[src/rtl/cpu_defs.sv]
// Shared definitions for the processor and its instruction-memory loader.
package cpu_defs;

    // Instruction word: func[7:6], rdst[5:3], rsrc[2:0]
    localparam int INSTR_W  = 8;
    localparam int FUNC_MSB = 7;
    localparam int FUNC_LSB = 6;
    localparam int RDST_MSB = 5;
    localparam int RDST_LSB = 3;
    localparam int RSRC_MSB = 2;
    localparam int RSRC_LSB = 0;

    // Instruction memory geometry
    localparam int DEPTH  = 32;
    localparam int ADDR_W = $clog2(DEPTH);

    // Loader FSM encodings
    typedef enum logic [2:0] {
        ST_IDLE    = 3'd0,
        ST_LOAD    = 3'd1,
        ST_CHECK   = 3'd2,
        ST_RELEASE = 3'd3,
        ST_ERROR   = 3'd4
    } ld_state_e;

endpackage

[src/rtl/imem_loader.sv]
// Streams a program into instruction memory over a valid/ready byte stream,
// framed by a word count and closed by an XOR checksum byte. Holds the CPU in
// reset until a load completes with a matching checksum.
module imem_loader #(
    parameter int DEPTH   = cpu_defs::DEPTH,
    parameter int ADDR_W  = cpu_defs::ADDR_W,
    parameter int INSTR_W = cpu_defs::INSTR_W
) (
    input  logic               clk,
    input  logic               reset,
    input  logic               start,
    input  logic [ADDR_W:0]    len,
    input  logic [INSTR_W-1:0] in_data,
    input  logic               in_valid,
    output logic               in_ready,
    output logic               mem_we,
    output logic [ADDR_W-1:0]  mem_addr,
    output logic [INSTR_W-1:0] mem_wdata,
    output logic               cpu_reset,
    output logic               busy,
    output logic               done,
    output logic               err
);
    import cpu_defs::*;

    localparam logic [ADDR_W:0] DEPTH_L = (ADDR_W+1)'(DEPTH);
    localparam logic [ADDR_W:0] ONE_L   = (ADDR_W+1)'(1);

    ld_state_e          state, state_nxt;
    logic [ADDR_W:0]    len_q;
    logic [ADDR_W:0]    count;
    logic [ADDR_W:0]    cnt_inc;
    logic [INSTR_W-1:0] acc;
    logic               accept;
    logic               start_take;
    logic               len_ok;

    assign accept     = in_valid & in_ready;
    assign cnt_inc    = count + ONE_L;
    // start only matters when no load is in flight
    assign start_take = start && (state == ST_IDLE || state == ST_ERROR);
    assign len_ok     = (len != '0) && (len <= DEPTH_L);

    // State register
    always_ff @(posedge clk or posedge reset) begin
        if (reset) state <= ST_IDLE;
        else       state <= state_nxt;
    end

    // Next-state logic
    always_comb begin
        state_nxt = state;
        case (state)
            ST_IDLE, ST_ERROR: begin
                if (start) state_nxt = len_ok ? ST_LOAD : ST_ERROR;
            end
            ST_LOAD: begin
                if (accept && cnt_inc == len_q) state_nxt = ST_CHECK;
            end
            ST_CHECK: begin
                if (accept) state_nxt = (in_data == acc) ? ST_RELEASE : ST_ERROR;
            end
            ST_RELEASE: state_nxt = ST_IDLE;
            default:    state_nxt = ST_IDLE;
        endcase
    end

    // State-decoded outputs
    always_comb begin
        in_ready = (state == ST_LOAD) || (state == ST_CHECK);
        busy     = (state == ST_LOAD) || (state == ST_CHECK);
        done     = (state == ST_RELEASE);
        err      = (state == ST_ERROR);
    end

    // Word counter, checksum accumulator, registered write port, CPU reset hold
    always_ff @(posedge clk or posedge reset) begin
        if (reset) begin
            len_q     <= '0;
            count     <= '0;
            acc       <= '0;
            mem_we    <= 1'b0;
            mem_addr  <= '0;
            mem_wdata <= '0;
            cpu_reset <= 1'b1;
        end else begin
            mem_we <= 1'b0;
            if (start_take) begin
                len_q     <= len;
                count     <= '0;
                acc       <= '0;
                cpu_reset <= 1'b1;
            end
            // Accepted program bytes are written one cycle later; the count
            // never exceeds len, so the address cannot wrap.
            if (state == ST_LOAD && accept) begin
                acc       <= acc ^ in_data;
                mem_we    <= 1'b1;
                mem_addr  <= count[ADDR_W-1:0];
                mem_wdata <= in_data;
                count     <= cnt_inc;
            end
            // CPU comes out of reset on the edge leaving RELEASE and stays out
            // until the next start.
            if (state == ST_RELEASE) cpu_reset <= 1'b0;
        end
    end

endmodule

[config.mk]
export PLATFORM = sky130hd
export DESIGN_NAME = imem_loader
export DESIGN_NICKNAME = d
export VERILOG_FILES = /design/src/rtl/cpu_defs.sv /design/src/rtl/imem_loader.sv
export SDC_FILE = /design/constraint.sdc
export NUM_CORES = 1
export LEC_CHECK = 0
export CORE_MARGIN = 2
export CORE_UTILIZATION = 50
export DETAILED_ROUTE_END_ITERATION = 8
export MAX_ROUTING_LAYER = met4
export PLACE_DENSITY = 0.82
export SYNTH_ARGS = -nofsm -noshare
export SYNTH_HDL_FRONTEND = slang
export SYNTH_SLANG_ARGS = --single-unit
export TNS_END_PERCENT = 1
[constraint.sdc]
create_clock -name clk -period 2.5 [get_ports clk]
set_input_delay 0.375 -clock clk [delete_from_list [all_inputs] [get_ports clk]]
set_output_delay 0.375 -clock clk [all_outputs]
set_load 0.005 [all_outputs]
; ---- Word-level counts from Yosys, hierarchy flattened
; Cells that the tools add are included.
[word_totals]
reg_bits = 38
word_cells = 46
input_bits = 18
out_inout_bits = 19
[op_classes]
addsub = 1
n_mux = 13
n_reduce_logical = 12
order_cmp = 1
bitwise = 2
n_eq_ne = 9
[ops]
columns = operator, n
row1 = 8-bit 2-to-1 mux, 2
row2 = 3-bit 2-to-1 mux, 5
row3 = 6-bit 2-to-1 mux, 2
row4 = 3-bit one-hot mux with 3 select lines, 1
row5 = 8-bit == test, 1
row6 = 8-bit XOR, 1
row7 = 6-bit by 1-bit adder with 6-bit output (second input constant), 1
row8 = 3-bit by 2-bit == test with 1-bit output (second input constant), 2
row9 = 6-bit == test, 1
row10 = 6-bit less-or-equal comparator (second input constant), 1
row11 = 2-bit != test (second input constant), 3
row12 = 6-bit nonzero test, 1
row13 = 1-bit logical AND, 4
row14 = 2-bit nonzero test, 2
row15 = 3-bit by 1-bit == test with 1-bit output (second input constant), 1
row16 = 3-bit == test (second input constant), 1
row17 = 3-bit logical NOT, 1
row18 = 1-bit 2-to-1 mux, 3
row19 = 3-bit AND reduction, 1
row20 = 1-bit logical OR, 2
row21 = 2-bit OR reduction, 1
row22 = 1-bit AND, 1

; ---- Longest topological paths before layout
[depth]
ltp_word = 6
depth_mapped = 8
ltp_nobuf = 6

; ---- Worst setup path before layout
; No wires, ideal clock.
[synth_timing]
path_kind = register to register
startpoint = reg count[0]
endpoint = reg state[0]
arrival_time_ps = 1674
setup_time_ps = 126
period_less_slack_ps = 1800
n_path_buf = 0
path_slack_ps = 700
path_stages_with_launch = 7
path_cell_list = dfrtp_1 > ha_1 > xnor2_1 > xnor2_1 > nor4_1 > nand3_2 > a221o_1
[synth_via]
elab_chain_cells = 5
[synth_lines]
columns = item, line_no
row1 = start: declaration, imem_loader.sv:31  ; logic [ADDR_W:0] count;
row2 = start signal: assignment, imem_loader.sv:101  ; count <= cnt_inc;
row3 = 6-bit by 1-bit adder with 6-bit output, imem_loader.sv:39  ; assign cnt_inc = count + ONE_L;
row4 = 6-bit == test, imem_loader.sv:58  ; if (accept && cnt_inc == len_q) state_nxt = ST_CHECK;
row5 = 1-bit logical AND, imem_loader.sv:58
row6 = 2-bit != test (no line), -
row7 = 3-bit AND reduction (no line), -
row8 = end signal: assignment, imem_loader.sv:47  ; else state <= state_nxt;
row9 = end: declaration, imem_loader.sv:29  ; ld_state_e state, state_nxt;
; No other way between the ends.
; A chain may end at the register's enable or synchronous reset.

; ---- Worst setup path after layout
[layout_timing]
startpoint = reg state[1]
endpoint = out busy
[layout_via]
elab_chain_cells = 2
word_cells_on_any_way = 3
[layout_lines]
columns = item, line_no
row1 = 3-bit by 1-bit == test with 1-bit output / 3-bit by 2-bit == test with 1-bit output (equally long branches), imem_loader.sv:71  ; busy = (state == ST_LOAD) || (state == ST_CHECK);
row2 = 1-bit logical OR *, imem_loader.sv:71
row3 = end: declaration, imem_loader.sv:20  ; output logic busy,
; Mark *: on every way between the ends. The rest lies on a longest branch, timed or not.

==> results.md <==
- Vias per inst: 5.20
- Number of cells on the worst hold path: 2
- Total track usage: 0.205
- Total routed wirelength: 3680 um
- Tcrit/Tclk final: 0.828
- CP max stage delay: 0.55 ns
- Worst Tran Pin Value: 0.942 ns
- Sequential area share after synthesis: 0.518
- Post-Syn Area: 0.00184 mm^2
- Clk pin slew, worst setup/hold paths: 0.07 ns
- Die Area: 0.00418 mm^2
- P per Cell Area: 1110 mW/mm^2
- Net switching power: 0.919 mW
- Synthesized area per cell: 9.94 um^2
- CP Cell Sequence: xnor2_1 -> nor2_1 -> clkdlybuf4s50_1
- Final Skew: 0.00363 ns
- Finished Core Util: 0.647
- RSZ-0062 raised after global routing: false
- Post-Syn Instances: 185
- Crit path DAT: 1.69 ns
- Footprint of the multi-input gates: 813 um^2
- DIE WIDTH: 64.6 um
- Crit Path Max Fanout: 7
- Startpoint types: flip-flop
- Worst min path class: reg -> reg
- Relative slew slack: 0.370
- CTS H-tree lvls: 2
- Final nets: 244
- Worst path bufs/invs: 1
- DP Worst Slack: 0.282 ns
- Pleak: 1.05 nW
- TritonCTS buffer count: 5
- Worst hold start: mem_wdata[4]$_DFFE_PP0P_
- Layout cells sized above 1: 0.119
- Initial antenna violation count: 0
- Fin worst setup slack: 0.431 ns
- Post-CTS sizing: 0
- Switching share of power: 0.356
- CP max stage cell: clkdlybuf4s50_1
- FP Rows: 22
- Core area: 0.00361 mm^2
- Setup Viol. Count Final: 0
- Clock power frac: 0.171
- Critical path depth: 3
- Drt wl/cell: 13.4 um
- GRT Residual Overflow: 0
- Post-Syn Nets: 204
- Gp weighted congestion: 0.778
- Count of input and output buffers: 36
- Area leader, netlist: dfrtp_1
- R2R depth: 6
- Distinct cells, synth: 38
- CP top delay family: buffers and inverters
- # diodes: 0
- Fillers: 308
- Router iterations before antenna repair: 4
- Peak supply drop: 0.579 mV
- Hold path endpoint: mem_wdata[4]$_DFFE_PP0P_
- Worst setup path class: reg -> out
- Maxcap violations: 0
- Most frequent cells in the layout: 45 x nand2_1, 37 x dfrtp_1, 36 x clkdlybuf4s50_1
- Initial DRC count: 57
- Synthesis-stage register bit count: 38
- Vias in the first global route: 1,430
- # hold bufs at CTS: 0
- FF-to-FF Start: count[0]$_DFFE_PP0P_
- Crit. Startpoint: state[1]$_DFFE_PP0P_
- Comb power frac: 0.412
- Yosys warns: 0
- Fmax: 0.483 GHz
- # clock sinks: 38
- R2R setup slack: 0.53 ns
- Largest net degree at the start of global routing: 39
- Fin crit period: 2.07 ns
- Remaining antenna violation count: 0
- Critical Path RT: 2.12 ns
- Synth top area share: 0.504
- Slew Viols, Final: 0
- CTS max path bufs: 2
- Root buffer cell: clkbuf_8
- Die Y: 64.6 um
- Final Hold Viols: 0
- CTS tree: built
- I/O pin cnt: 37
- First-pass GRT wire length: 6330 um
- Via total after detailed routing: 1,426
- Top cells by area, synth: dfrtp_1 50%, nand2_1 9.2%, xor2_1 6.2%
- Setup bufs post-CTS: 0
- DRC violations left: 0
- Reg2Reg Capture Point: state[0]$_DFFE_PP0P_
- Sequential Power Share: 0.416
- Initial core utilization: 0.510
- Total power: 2.58 mW
- Worst skew pair latency: 0.30 ns
- Outcome: complete, no violations
- Most common cell after layout, fill and taps aside: nand2_1
- Post-DP HPWL: 2500 um
- Area Growth Syn to Fin: 27.0%
- Internal power: 1.66 mW
- Setup TNS: 0 ns
- FF/Latch Area: 952 um^2
- Worst setup EP type: output pin
## worst max-delay path by stage
stage                                       to  slack, ns
after CTS                                 busy       0.42
after global placement    state[0]$_DFFE_PP0P_       0.30
final                                     busy       0.43
after global routing                      busy       0.33
after detailed placement  state[0]$_DFFE_PP0P_       0.28
after floorplan           state[0]$_DFFE_PP0P_       0.70
## metal layers
metal	vias up	routed length (um)	track usage
met5	-	0	-
met4	0	65	0.0957
met3	5	134	0.0573
met2	28	1820	0.322
met1	695	1660	0.248
li1	698	-	-
## final cells by class
type                    count  share of cell area
flip-flops and latches     38               0.408
multi-input cells         134               0.349
inverters                   6             0.00965
clock buffers               6              0.0354
clock inverters             2             0.00536
repair buffers             40               0.167
well taps                  48              0.0257
## synthesized netlist by cell type
cell type   n
a21o_1      1
o21ai_0     3
a211o_1     1
inv_1       5
inv_2       1
and3_1      1
ha_1        1
clkbuf_8    1
xor2_1     13
o2bb2ai_1   1
nor3b_2     1
o31ai_1     1
buf_6       1
nor2_4      1
o21ai_1    19
and2b_4     1
nand3_2     2
xor3_1      1
a32o_1      1
buf_4       1
clkbuf_1    2
buf_2       2
nand3_1     3
a211oi_1    1
a221o_1     1
nor2_1     12
o22ai_1     1
a22o_1      2
nand2_1    45
or4_4       1
dfrtp_1    37
xnor2_1     6
and2_1      2
and3_2      1
mux2_2      6
nor4_1      3
dfstp_2     1
nor3_1      2
## sequential cells by signal, summed over array words and instances (netlist names)
name / cells
acc: 8
mem_addr: 5
mem_wdata: 8
mem_we: 1
cpu_reset: 1
state: 3
count: 6
len_q: 6
## worst reg2reg max path: stages, from the launching register on
cell	delay (ns)
dfrtp_1	0.48
ha_1	0.27
nand3_1	0.15
xnor2_1	0.17
nor4_1	0.32
nand3_2	0.13
a221o_1	0.34
## metrics by stage
step                cells  hold slack [ns]  cell area, um^2
floorplan             185            0.460             1840
global placement      266            0.458             2240
detailed placement    266            0.463             2240
CTS                   274            0.481             2330
global route          274            0.503             2330
finish                274            0.473             2330
## power groups by stage
stage	Clock (mW)	Combinational [mW]	Sequential, mW
floorplan	0	0.707	1.04
global placement	0	1.04	1.08
detailed placement	0	1.07	1.09
CTS	0.451	1.08	1.08
global route	0.483	1.19	1.11
finish	0.443	1.07	1.08
## kinds of logic (layout without fill, tap and decap cells)
family          count (synthesis)  in the layout  synth area share
simple gates                   75             75             0.190
flops                          38             38             0.518
compound gates                 32             32             0.106
xor+xnor                       20             20             0.103
buf+inv                        13             54            0.0395
mux                             6              6            0.0368
fa+ha+maj                       1              1           0.00681
(Power assumes the default switching activity.)
